## src/rtl/seg_scanner_if.sv

```systemverilog
// Bundle of per-digit cathode patterns, enable and scanned display outputs
// shared between the game top level and the seven-segment scanner.
interface seg_scanner_if;
   logic [7:0] seg0;
   logic [7:0] seg1;
   logic [7:0] seg2;
   logic [7:0] seg3;
   logic       dispEn;
   logic [3:0] an;
   logic [7:0] segOut;
   logic       frameTick;

   modport master (
      output seg0, seg1, seg2, seg3, dispEn,
      input  an, segOut, frameTick
   );

   modport slave (
      input  seg0, seg1, seg2, seg3, dispEn,
      output an, segOut, frameTick
   );
endinterface

```

## src/rtl/seg_scanner.sv

```systemverilog
// Time-multiplexed 4-digit common-anode seven-segment scanner with per-slot
// blanking and whole-frame snapshot of the digit patterns.
module seg_scanner #(
   parameter int REFRESH_DIV  = 100000,
   parameter int BLANK_CYCLES = 1000
) (
   input  logic         Clk100M,
   input  logic         reset,
   seg_scanner_if.slave bus
);

   localparam int                CNT_W = $clog2(REFRESH_DIV);
   localparam logic [CNT_W-1:0]  LAST  = CNT_W'(REFRESH_DIV - 1);
   localparam logic [CNT_W-1:0]  BLANK = CNT_W'(BLANK_CYCLES);

   logic [CNT_W-1:0] cnt_q, cnt_d;
   logic [1:0]       dig_q, dig_d;
   logic [3:0][7:0]  snap_q, snap_d;
   logic [3:0]       an_q, an_d;
   logic [7:0]       seg_q, seg_d;
   logic             ft_q, ft_d;
   logic             capture;
   logic             lit;

   always_comb begin
      capture = (cnt_q == '0) && (dig_q == 2'd0);
      lit     = bus.dispEn && (cnt_q >= BLANK);

      cnt_d = cnt_q + CNT_W'(1);
      dig_d = dig_q;
      if (cnt_q == LAST) begin
         cnt_d = '0;
         dig_d = dig_q + 2'd1;
      end

      // All four patterns are latched together so a frame is never mixed.
      snap_d = snap_q;
      if (capture) begin
         snap_d = {bus.seg3, bus.seg2, bus.seg1, bus.seg0};
      end

      an_d  = 4'b1111;
      seg_d = 8'hFF;
      if (lit) begin
         an_d  = ~(4'b0001 << dig_q);
         seg_d = snap_q[dig_q];
      end
      ft_d = capture;
   end

   always_ff @(posedge Clk100M or posedge reset) begin
      if (reset) begin
         cnt_q  <= '0;
         dig_q  <= 2'd0;
         snap_q <= {4{8'hFF}};
         an_q   <= 4'b1111;
         seg_q  <= 8'hFF;
         ft_q   <= 1'b0;
      end else begin
         cnt_q  <= cnt_d;
         dig_q  <= dig_d;
         snap_q <= snap_d;
         an_q   <= an_d;
         seg_q  <= seg_d;
         ft_q   <= ft_d;
      end
   end

   assign bus.an        = an_q;
   assign bus.segOut    = seg_q;
   assign bus.frameTick = ft_q;

endmodule

```

## src/flat_wrapper.sv

```systemverilog
// flat-port wrapper written by rule: the top's interface ports become plain ports
module seg_scanner_flat 
#(
   parameter int REFRESH_DIV  = 100000,
   parameter int BLANK_CYCLES = 1000
)
  (Clk100M, reset, bus_seg0, bus_seg1, bus_seg2, bus_seg3, bus_dispEn, bus_an, bus_segOut, bus_frameTick);
  seg_scanner_if bus_i ();
  input  logic Clk100M;
  input  logic reset;
  input wire logic [$bits(bus_i.seg0)-1:0] bus_seg0;
  input wire logic [$bits(bus_i.seg1)-1:0] bus_seg1;
  input wire logic [$bits(bus_i.seg2)-1:0] bus_seg2;
  input wire logic [$bits(bus_i.seg3)-1:0] bus_seg3;
  input wire logic [$bits(bus_i.dispEn)-1:0] bus_dispEn;
  output wire logic [$bits(bus_i.an)-1:0] bus_an;
  output wire logic [$bits(bus_i.segOut)-1:0] bus_segOut;
  output wire logic [$bits(bus_i.frameTick)-1:0] bus_frameTick;
  assign bus_i.seg0 = bus_seg0;
  assign bus_i.seg1 = bus_seg1;
  assign bus_i.seg2 = bus_seg2;
  assign bus_i.seg3 = bus_seg3;
  assign bus_i.dispEn = bus_dispEn;
  assign bus_an = bus_i.an;
  assign bus_segOut = bus_i.segOut;
  assign bus_frameTick = bus_i.frameTick;
  seg_scanner #(.REFRESH_DIV(REFRESH_DIV), .BLANK_CYCLES(BLANK_CYCLES)) u_core (.Clk100M(Clk100M), .reset(reset), .bus(bus_i));
endmodule
```

## config.mk

```make
export PLATFORM = sky130hd
export DESIGN_NAME = seg_scanner_flat
export DESIGN_NICKNAME = d
export VERILOG_FILES = /design/src/rtl/seg_scanner_if.sv /design/src/rtl/seg_scanner.sv /design/src/flat_wrapper.sv
export SDC_FILE = /design/constraint.sdc
export NUM_CORES = 1
export LEC_CHECK = 0
export ABC_AREA = 1
export CAP_MARGIN = 30
export CORE_MARGIN = 3
export CORE_UTILIZATION = 40
export DETAILED_ROUTE_END_ITERATION = 10
export MAX_ROUTING_LAYER = met4
export SLEW_MARGIN = 20
export SYNTH_ARGS = -nofsm -noshare
export SYNTH_HDL_FRONTEND = slang
export SYNTH_SLANG_ARGS = --single-unit
```

## constraint.sdc

```tcl
create_clock -name Clk100M -period 2.1 [get_ports Clk100M]
set_clock_uncertainty 0.2 [all_clocks]
set_input_delay 0.21 -clock Clk100M [delete_from_list [all_inputs] [get_ports Clk100M]]
set_output_delay 0.21 -clock Clk100M [all_outputs]
set_load 0.05 [all_outputs]
```

==> results by group <==
Setup path
  – Buf/Inv on CP: 1
  – Critical Path AT: around 1700 ps
  – CP Class: reg -> out
  – Family with the most delay on the worst path: buffers and inverters
  – CP Cell Sequence: clkdlybuf4s50_1
  – Crit path launch type: register
  – Endpoint class of the critical path: output port
  – CP max-delay cell: clkdlybuf4s50_1
  – WP data required: 1690 ps
  – CP max stage delay: 790 ps
  – Crit-path max FO: 1

Power
  – Power Density: 654 nW/µm²
  – Worst VDD drop: 0.000295 V
  – Leak: 0.00180 µW
  – Pwr Total: 2550 µW

Die
  – # rows: 31
  – Initial core utilization: 0.422
  – I/O pin cnt: 48
  – Core ar.: around 7400 µm²
  – Die Y: 94.5 µm
  – Area of the die: 8920 µm²
  – Die Wd: 94.5 µm

Drt
  – DRC: 0
  – DR WL/cell: 12.8 µm
  – WL final: just under 7000 µm
  – Via count: 2464
  – Antenna Nets Post-Route: 0
  – Iteration-0 DRC Markers: 128
  – Drt first pass iters: 4
  – Via density: between 4 and 5

Finish
  – Share of layout cells above drive strength 1: 0.228
  – Ant diodes: 0
  – Nets: 471
  – Final Cell Area: 3890 µm²
  – Fillers: 715
  – Area grow syn2layout: 24.4%
  – Register area: approximately 1700 µm²
  – Area of the multi-input gates: 1280 µm²

STA
  – Fin crit period: roughly 2100 ps
  – Setup TNS: 0 ps
  – Max Slew Vio Count: 0
  – Slew at the pin with the worst max-slew slack: approximately 540 ps
  – # setup viols final: 0
  – RSZ-0062 raised after global routing: no
  – Hold WS: around 45 ps
  – Fin crit share: 0.981
  – Worst rel slew slack: 0.636
  – Final hold vios: 0
  – Fmax: 485 MHz

Clock network
  – Later-pin clock latency in the skew report: roughly 340 ps
  – Max clock buf depth: 2
  – H-Tree Depth: 3
  – CTS root buffer: clkbuf_8
  – Hold_buf cts: 0
  – Reg clk slew, reported paths: 70 ps
  – TritonCTS clock tree: built
  – CTS buffer count: 9
  – Clock sinks: between 60 and 70

Synthesis
  – Area contributors post-synth: dfstp_2, dfrtp_1, nand2_1, nor2_1, o21ai_0
  – Post-synthesis cell count: approximately 380
  – Synth Warn #: 0
  – Yosys reg bits: 64
  – Mapped Avg Cell Area: about 8.3 µm²
  – Mapped cell area: 3130 µm²
  – Syn_nets: 418
  – Post-synth cell types: 25
  – Cell taking the most area after synthesis: dfstp_2
  – Seq/Total Area, Yosys: 0.529
  – Top-area cell type share of the netlist area: 0.369

Placement
  – Hpwl dp: 4690 µm
  – Gpl congestion: 0.890
  – Placed Instance Area: 3680 µm²
  – IO Port Bufs: 47

Global route
  – Vias in the first global route: 2313
  – Initial antenna violation count: 0
  – Total track usage: 0.171
  – First-pass GRT wire length: 11400 µm
  – Total gr overflow: 0
  – Largest net degree at the start of global routing: 65

Worst hold path
  – HP Class: in -> async

Run
  – Max_cap viols: 0

Status
  – Status: complete, no violations
[state kept, by name, summed over array words and instances, names as in the netlist]
name / cells
u_core.bus.segOut: 8
u_core.bus.an: 4
u_core.snap_q: 32
u_core.cnt_q: 17
u_core.bus.frameTick: 1
u_core.dig_q: 2
[cells by family (layout without fill, tap and decap cells)]
logic type | Yosys count | in the layout | share of synthesized area
AOI/OAI and AO/OA | 22 | 22 | 0.0360
xor gates and xnor gates | 7 | 7 | 0.0196
adders and majority gates | 6 | 6 | 0.0240
buffers and inverters | 37 | 95 | 0.0608
DFF | 64 | 64 | 0.529
and+or+nand+nor | 241 | 241 | 0.330
[metal layers]
layer | vias up | track usage | wire, µm
met5 | - | - | 0
met4 | 0 | 0.0757 | 98
met3 | 11 | 0.0311 | 284
met2 | 59 | 0.226 | 2910
met1 | 1128 | 0.253 | 3550
li1 | 1266 | - | -
[cell type report]
cell class,count,share of cell area
inverter,25,0.0254
multi-input combinational,276,0.329
tap,99,0.0318
clock inverter,5,0.0138
sequential,64,0.426
timing repair buffer,54,0.135
clock buffer,11,0.0389
[per-stage QoR]
stage | setup WS [ps] | util | instances
after detailed placement | 394 | 0.497 | 518
final | 39.7 | 0.525 | 534
after floorplan | 91.8 | - | 377
after CTS | 19.4 | 0.525 | 534
after global placement | 408 | 0.497 | 518
after global routing | 1.68 | 0.525 | 534
[cells in the mapped netlist, drive strengths merged]
| cell | count |
|---|---|
| nand4 | 9 |
| o211ai | 1 |
| inv | 24 |
| clkinv | 1 |
| nand2 | 139 |
| xor2 | 7 |
| clkbuf | 2 |
| dfrtp | 20 |
| nor2 | 75 |
| buf | 10 |
| nand3 | 17 |
| o21ai | 21 |
| nor3 | 1 |
| dfstp | 44 |
| ha | 6 |
[cell usage in the layout, fill, tap and decap left out, types with 6 or more instances in the layout]
cell and count:
nand2_1 127, nor2_1 66, dfstp_2 44, clkdlybuf4s50_1 41
inv_1 21, dfrtp_1 20, o21ai_0 19, nand3_1 15
nand2_2 11, clkbuf_8 11, buf_4 11, nand4_1 9
nor2_2 8, xor2_1 7, ha_1 6
[where the power goes]
group          switching [µW]  internal, µW
combinational            61.9          78.4
clock                     489           609
sequential               16.8          1290
total                     567          1980
[final timing paths]
check	cells after the start	startpoint	slack, ps	to
max	1	u_core.bus.segOut[2]$_DFF_PP1_	40	bus_segOut[2]
min	3	reset	50	u_core.cnt_q[10]$_DFF_PP0_
max reg2reg	6	u_core.cnt_q[16]$_DFF_PP0_	380	u_core.bus.segOut[5]$_DFF_PP1_
min reg2reg	2	u_core.snap_q[24]$_DFFE_PP1P_	270	u_core.snap_q[24]$_DFFE_PP1P_
max in group asynchronous	3	reset	1330	u_core.bus.an[1]$_DFF_PP1_
min in group Clk100M	3	bus_seg2[4]	160	u_core.snap_q[20]$_DFFE_PP1P_
[timing repair]
action	4_1_cts	5_1_grt
resized for setup	0	1
buffers inserted	0	0
endpoints found under the setup margin	0	1
(Power assumes the default switching activity.)
